File: src/rtl/spi_pkg.sv
// Shared SPI link definitions used by both the responder and the master.
package spi_pkg;
    localparam int SPI_RX_W        = 32;
    localparam int SPI_TX_W        = 16;
    localparam int SPI_SYNC_STAGES = 2;

    typedef enum logic [1:0] {
        IDLE   = 2'd0,
        ACTIVE = 2'd1,
        DONE   = 2'd2
    } spi_state_e;
endpackage

File: src/rtl/spi_sync_edge.sv
// Multi-flop synchronizer for one asynchronous input, plus a history flop for rise/fall detect.
module spi_sync_edge
    import spi_pkg::*;
#(
    parameter logic RST_VAL = 1'b0
) (
    input  logic clk,
    input  logic rst,
    input  logic d_i,
    output logic q_o,
    output logic rise_o,
    output logic fall_o
);
    logic [SPI_SYNC_STAGES-1:0] sync_q;
    logic                       hist_q;

    always_ff @(posedge clk or posedge rst) begin
        if (rst) begin
            sync_q <= {SPI_SYNC_STAGES{RST_VAL}};
            hist_q <= RST_VAL;
        end else begin
            sync_q <= {sync_q[SPI_SYNC_STAGES-2:0], d_i};
            hist_q <= sync_q[SPI_SYNC_STAGES-1];
        end
    end

    assign q_o    = sync_q[SPI_SYNC_STAGES-1];
    assign rise_o = q_o & ~hist_q;
    assign fall_o = ~q_o & hist_q;
endmodule

File: src/rtl/spi_s.sv
// SPI mode-0 responder: oversamples the link in clk, assembles MSB-first write words
// and shifts a buffered word out on miso for read frames.
module spi_s
    import spi_pkg::*;
#(
    parameter int RX_W = SPI_RX_W,
    parameter int TX_W = SPI_TX_W
) (
    input  logic            clk,
    input  logic            rst,
    input  logic            sclk,
    input  logic            cs_n,
    input  logic            mosi,
    output logic            miso,
    output logic            miso_oe,
    input  logic [TX_W-1:0] tx_data,
    input  logic            tx_load,
    output logic            tx_ready,
    output logic [RX_W-1:0] rx_data,
    output logic            rx_valid,
    output logic            tx_done,
    output logic            frame_err
);
    localparam int CW = $clog2(RX_W + 2);

    logic sclk_sync, sclk_rise, sclk_fall;
    logic cs_sync, cs_rise, cs_fall;
    logic [SPI_SYNC_STAGES-1:0] mosi_q;
    logic mosi_sync;

    // cs_n chain resets high so the pad stays disabled while in reset.
    spi_sync_edge #(.RST_VAL(1'b0)) u_sclk (
        .clk(clk), .rst(rst), .d_i(sclk),
        .q_o(sclk_sync), .rise_o(sclk_rise), .fall_o(sclk_fall)
    );
    spi_sync_edge #(.RST_VAL(1'b1)) u_cs (
        .clk(clk), .rst(rst), .d_i(cs_n),
        .q_o(cs_sync), .rise_o(cs_rise), .fall_o(cs_fall)
    );

    always_ff @(posedge clk or posedge rst) begin
        if (rst) mosi_q <= '0;
        else     mosi_q <= {mosi_q[SPI_SYNC_STAGES-2:0], mosi};
    end
    assign mosi_sync = mosi_q[SPI_SYNC_STAGES-1];

    // A frame may only start after cs_n has been seen high post-reset; live_q marks
    // when the cs_n chain holds real samples rather than its reset value.
    logic [1:0] live_q;
    logic       armed_q;

    always_ff @(posedge clk or posedge rst) begin
        if (rst) begin
            live_q  <= '0;
            armed_q <= 1'b0;
        end else begin
            live_q  <= {live_q[0], 1'b1};
            armed_q <= armed_q | (live_q[1] & cs_sync);
        end
    end

    spi_state_e      state_q, state_d;
    logic [RX_W-1:0] rx_shift_q, rx_shift_d;
    logic [TX_W-1:0] tx_shift_q, tx_shift_d, tx_shift_n;
    logic [TX_W-1:0] txbuf_q, txbuf_d;
    logic [CW-1:0]   cnt_q, cnt_d;
    logic [RX_W-1:0] rx_data_q, rx_data_d;
    logic            tx_ready_q, tx_ready_d;
    logic            miso_q, miso_d;
    logic            rx_valid_q, rx_valid_d;
    logic            tx_done_q, tx_done_d;
    logic            frame_err_q, frame_err_d;

    assign tx_shift_n = tx_shift_q << 1;

    always_comb begin
        state_d     = state_q;
        rx_shift_d  = rx_shift_q;
        tx_shift_d  = tx_shift_q;
        txbuf_d     = txbuf_q;
        cnt_d       = cnt_q;
        rx_data_d   = rx_data_q;
        tx_ready_d  = tx_ready_q;
        miso_d      = 1'b0;
        rx_valid_d  = 1'b0;
        tx_done_d   = 1'b0;
        frame_err_d = 1'b0;

        unique case (state_q)
            IDLE: begin
                if (cs_fall && armed_q) begin
                    state_d    = ACTIVE;
                    tx_shift_d = tx_ready_q ? '0 : txbuf_q;
                    miso_d     = tx_ready_q ? 1'b0 : txbuf_q[TX_W-1];
                    tx_ready_d = 1'b1;
                    cnt_d      = '0;
                end
            end
            ACTIVE: begin
                miso_d = miso_q;
                if (cs_rise) begin
                    state_d = DONE;
                end else if (sclk_rise) begin
                    rx_shift_d = {rx_shift_q[RX_W-2:0], mosi_sync};
                    if (cnt_q != CW'(RX_W + 1)) cnt_d = cnt_q + CW'(1);
                end else if (sclk_fall) begin
                    tx_shift_d = tx_shift_n;
                    miso_d     = tx_shift_n[TX_W-1];
                end
            end
            DONE: begin
                state_d = IDLE;
                if (cnt_q == CW'(RX_W)) begin
                    rx_valid_d = 1'b1;
                    rx_data_d  = rx_shift_q;
                end else if (cnt_q == CW'(TX_W)) begin
                    tx_done_d = 1'b1;
                end else begin
                    frame_err_d = 1'b1;
                end
            end
            default: state_d = IDLE;
        endcase

        // Applied after the frame-start consume so a same-cycle load keeps new data pending.
        if (tx_load) begin
            txbuf_d    = tx_data;
            tx_ready_d = 1'b0;
        end
    end

    always_ff @(posedge clk or posedge rst) begin
        if (rst) begin
            state_q     <= IDLE;
            rx_shift_q  <= '0;
            tx_shift_q  <= '0;
            txbuf_q     <= '0;
            cnt_q       <= '0;
            rx_data_q   <= '0;
            tx_ready_q  <= 1'b1;
            miso_q      <= 1'b0;
            rx_valid_q  <= 1'b0;
            tx_done_q   <= 1'b0;
            frame_err_q <= 1'b0;
        end else begin
            state_q     <= state_d;
            rx_shift_q  <= rx_shift_d;
            tx_shift_q  <= tx_shift_d;
            txbuf_q     <= txbuf_d;
            cnt_q       <= cnt_d;
            rx_data_q   <= rx_data_d;
            tx_ready_q  <= tx_ready_d;
            miso_q      <= miso_d;
            rx_valid_q  <= rx_valid_d;
            tx_done_q   <= tx_done_d;
            frame_err_q <= frame_err_d;
        end
    end

    assign miso      = miso_q;
    assign miso_oe   = ~cs_sync;
    assign tx_ready  = tx_ready_q;
    assign rx_data   = rx_data_q;
    assign rx_valid  = rx_valid_q;
    assign tx_done   = tx_done_q;
    assign frame_err = frame_err_q;
endmodule

File: config.mk
export PLATFORM = sky130hd
export DESIGN_NAME = spi_s
export DESIGN_NICKNAME = d
export VERILOG_FILES = /design/src/rtl/spi_pkg.sv /design/src/rtl/spi_sync_edge.sv /design/src/rtl/spi_s.sv
export SDC_FILE = /design/constraint.sdc
export NUM_CORES = 1
export LEC_CHECK = 0
export BUFFER_PORTS_ARGS = -buffer_cell sky130_fd_sc_hd__buf_4
export CAP_MARGIN = 20
export CORE_MARGIN = 5
export CORE_UTILIZATION = 45
export CTS_CLUSTER_SIZE = 14
export DETAILED_ROUTE_END_ITERATION = 6
export PLACE_DENSITY = 0.63
export RECOVER_POWER = 25
export SLEW_MARGIN = 40
export SYNTH_ARGS = -nofsm -noshare
export SYNTH_HDL_FRONTEND = slang
export SYNTH_HIERARCHICAL = 1
export SYNTH_SLANG_ARGS = --single-unit
File: constraint.sdc
create_clock -name clk -period 4.2 [get_ports clk]
set_input_delay 0.84 -clock clk [delete_from_list [all_inputs] [get_ports clk]]
set_output_delay 0.84 -clock clk [all_outputs]
set_load 0.05 [all_outputs]
==> flow_metrics.tcl <==
set metrics [dict create \
    status "finished clean" \
    synth-compound-area-share_pct 5.70 \
    syn_avg_cell_area_um2 13.9 \
    cts-htree-levels 4 \
    synth_enable_flop_cells 0 \
    root_buffer "sky130_fd_sc_hd__clkbuf_8" \
    report.final.setup_viol 0 \
    end_kind "primary output" \
    synth_top_cells_by_area "sky130_fd_sc_hd__dfrtp_1 (61%), sky130_fd_sc_hd__mux2_2 (18%), sky130_fd_sc_hd__dfstp_2 (2.2%)" \
    hpwl_dp_um 5300 \
    design.final.nets 432 \
    critPathRequiredTime_ns 3.36 \
    slowest_cp_cell "sky130_fd_sc_hd__dfstp_1" \
    setup_slack_after_placement_ns 2.09 \
    path_max_fanout 5 \
    die_footprint_mm2 0.0126 \
    post_layout_instance_count_excluding_filler_cells 556 \
    cts-root-to-sink-buffers 2 \
    gp_congestion 0.780 \
    report.final.hold_viol_count 0 \
    drtAntennaViolNets 0 \
    top_usage_layer "met2" \
    postLayoutCellArea_mm2 0.00594 \
    grt_max_degree 78 \
    clk_latency_ns 0.50 \
    synthAdderAreaFrac_pct 0.796 \
    highest_clock_rate_mhz 463 \
    synth_largest_area_cell "sky130_fd_sc_hd__dfrtp_1" \
    cts_hold_repair.buffers 0 \
    cell_area_after_placement_mm2 0.00526 \
    via_count 2860 \
    tns_ns 0 \
    worst_setup_path_startpoint "u_cs/sync_q[1]" \
    irDropWorstVdd_uv 273 \
    drt_drc_violations_left 0 \
    synth-async-reset-ratio_pct 100 \
    dp_cells 524 \
    die-height_um 112 \
    r2r-start "state_q[1]" \
    multiInputGateArea_mm2 0.00157 \
    yosys_register_bits 119 \
    critical_path.startpoint_type "register" \
    total_power_mw 3.35 \
    ys_warn_count 6 \
    dieWidth_um 112 \
    synth.mux.area_fraction_pct 18.9 \
    synth_largest_type_area_fraction_pct 61.0 \
    std_cell_rows 37 \
    worst-setup-path-type "register to primary output" \
    period_share_pct 51.4 \
    hold_path.class "input port to asynchronous set/reset pin" \
    fillers 829 \
    synth_sequential_area_ratio_pct 63.2 \
    final-seq-area_mm2 0.00298 \
    fp.coreArea_mm2 0.0103 \
    slew_viol_final 0 \
    synth_top_family_by_area "multiplexers" \
    grt_setup_unrepaired "false" \
    max_slew.worst_pin.slew_ns 0.895 \
    cpPeakStageDelay_ns 0.58 \
    diodes 0 \
    numClockSinks 119 \
    route.detailed.vias_per_inst 5.14 \
    cts_tree "done" \
    path_cells "inv_1 -> buf_4" \
    total_grt_overflow 0 \
    globalRouteMet3Util_pct 4.42 \
    numPortBuffers 59 \
    power_dens_cells_mw_per_mm2 563 \
    finalWirelength_um 8200 \
    skew_ns 0.00990 \
    number_of_max_cap_violations 0 \
    cts_resized 0 \
    finalCriticalPeriod_ns 2.16 \
    critPathArrivalTime_ns 1.32 \
    first_pass_iters 4 \
    cts.clk_slew.worst_paths_ns 0.06 \
    grt_first_pass_wirelength_um 14300 \
    post_synth_inst_count 340 \
    synth_fp_nets 365 \
    share_of_post_route_cells_with_drive_strength_above_1_pct 42.9 \
    grtUsageTotal_pct 14.1 \
    synth_cell_types 43 \
    routedWlPerCell_um 14.7 \
    grt_antenna_before_repair 0 \
    grtUsageMet1_pct 18.3 \
    postLayoutSetupSlackWorst_ns 2.04 \
    starting_drt_drc_count 153 \
    tritoncts.num_buffers 17 \
    met2_usage_pct 21.6 \
    design.portCount 60 \
    synth_xor_xnor_area_share_pct 0.186 \
    area_growth_syn_to_layout_pct 25.9 \
    cts_post_setup_buffers_inserted 0 \
    worst_slew_margin_rel_pct 40.3 \
    first_global_vias 2941 \
    static-leakage-power_nw 2.96 \
    synthSimpleGateAreaFrac_pct 7.59 \
    initial_core_util_pct 45.9 \
    synth_ff_type "sky130_fd_sc_hd__dfrtp_1" \
    post_synth_instance_area_mm2 0.00472 \
]
[cells by family (layout without fill, tap and decap cells)]
kind of cell,Yosys count,after routing
DFF,119,119
muxes,79,79
and+or+nand+nor,59,59
AOI/OAI and AO/OA,48,48
buffers and inverters,30,110
adders and majority gates,3,3
other,1,1
xor gates and xnor gates,1,1
[placed cells by master (no fill, tap or decap), types with 2 or more instances in the layout]
| master | netlist | final |
|---|---|---|
| sky130_fd_sc_hd__nor2b_1 | 3 | 3 |
| sky130_fd_sc_hd__nand2b_1 | 2 | 2 |
| sky130_fd_sc_hd__clkinv_4 | 0 | 4 |
| sky130_fd_sc_hd__a41oi_1 | 2 | 2 |
| sky130_fd_sc_hd__mux2_2 | 75 | 75 |
| sky130_fd_sc_hd__dfrtp_1 | 115 | 115 |
| sky130_fd_sc_hd__bufinv_16 | 0 | 7 |
| sky130_fd_sc_hd__clkbuf_1 | 1 | 3 |
| sky130_fd_sc_hd__nand3_1 | 2 | 2 |
| sky130_fd_sc_hd__nor2_1 | 4 | 4 |
| sky130_fd_sc_hd__and3_1 | 14 | 14 |
| sky130_fd_sc_hd__inv_6 | 0 | 3 |
| sky130_fd_sc_hd__mux2_1 | 4 | 4 |
| sky130_fd_sc_hd__and2b_2 | 2 | 2 |
| sky130_fd_sc_hd__o21ai_0 | 21 | 21 |
| sky130_fd_sc_hd__nand2_1 | 18 | 18 |
| sky130_fd_sc_hd__buf_4 | 0 | 59 |
| sky130_fd_sc_hd__inv_1 | 13 | 12 |
| sky130_fd_sc_hd__nor3_1 | 2 | 2 |
| sky130_fd_sc_hd__nor3b_1 | 2 | 2 |
| sky130_fd_sc_hd__a21oi_1 | 16 | 16 |
| sky130_fd_sc_hd__ha_1 | 3 | 3 |
| sky130_fd_sc_hd__clkbuf_4 | 0 | 3 |
| sky130_fd_sc_hd__dfstp_2 | 4 | 3 |
| sky130_fd_sc_hd__nand4_1 | 2 | 2 |
| sky130_fd_sc_hd__clkbuf_16 | 0 | 16 |
[worst max-delay path: cells and delay by family, from the launching register on]
family                 cells  cell delay, ns
flip-flops                 1            0.58
buffers and inverters      2            0.24
[power by group]
| part | switching [mW] | internal (mW) |
|---|---|---|
| Clock | 0.515 | 1.15 |
| Combinational | 0.193 | 0.141 |
| Sequential | 0.0779 | 1.27 |
[synth_stat cells (all sizes together), types with 2 or more instances]
cell and count:
nand2 18, ha 3, inv 14, mux2 79, nor3b 3, dfstp 4
o21ai 22, buf 15, nor2b 3, and3 14, nand4 2, a21oi 16
dfrtp 115, nand2b 2, nand3 2, nor3 3, and2b 2, nor2 5
a41oi 2
[per-layer routing]
| layer | up-vias | share of wire [%] |
|---|---|---|
| met3 | 14 | 5.4 |
| met1 | 1453 | 44 |
| met4 | 0 | 1.8 |
| li1 | 1326 | - |
| met2 | 67 | 48 |
| met5 | - | 0 |
[final timing paths]
path | endpoint | slack (ns) | cells past startpoint
min in group clk | mosi_q[1] | 0.35 | 0
max in group asynchronous | rx_shift_q[12] | 2.96 | 3
worst min register to register | mosi_q[1] | 0.35 | 0
worst min-delay path | u_sclk/sync_q[0] | 0.27 | 2
worst max register to register | rx_shift_q[31] | 2.05 | 4
worst max-delay path | miso_oe | 2.04 | 2
[layout make-up]
| class | instances | share of cell area, % |
|---|---|---|
| clock inverters | 14 | 4.55 |
| flip-flops and latches | 119 | 50.2 |
| well taps | 136 | 2.87 |
| multi-input cells | 191 | 26.4 |
| inverters | 14 | 0.969 |
| clock buffers | 18 | 7.04 |
| repair buffers | 64 | 7.96 |
[state kept, by name, indices dropped and copies added, names as in the netlist, 2 cells and up]
name / flops
live_q: 2
mosi_q: 2
rx_data: 32
state_q: 2
txbuf_q: 16
cnt_q: 6
tx_shift_q: 15
u_sclk/sync_q: 2
u_cs/sync_q: 2
rx_shift_q: 32
[metrics by stage]
stage	hold slack (ns)	utilization, %
after floorplan	0.331	-
after global placement	0.334	51.1
after detailed placement	0.338	51.2
after CTS	0.213	57.9
after global routing	0.259	57.8
final	0.271	57.8
Power figures use the tool's default switching activity.
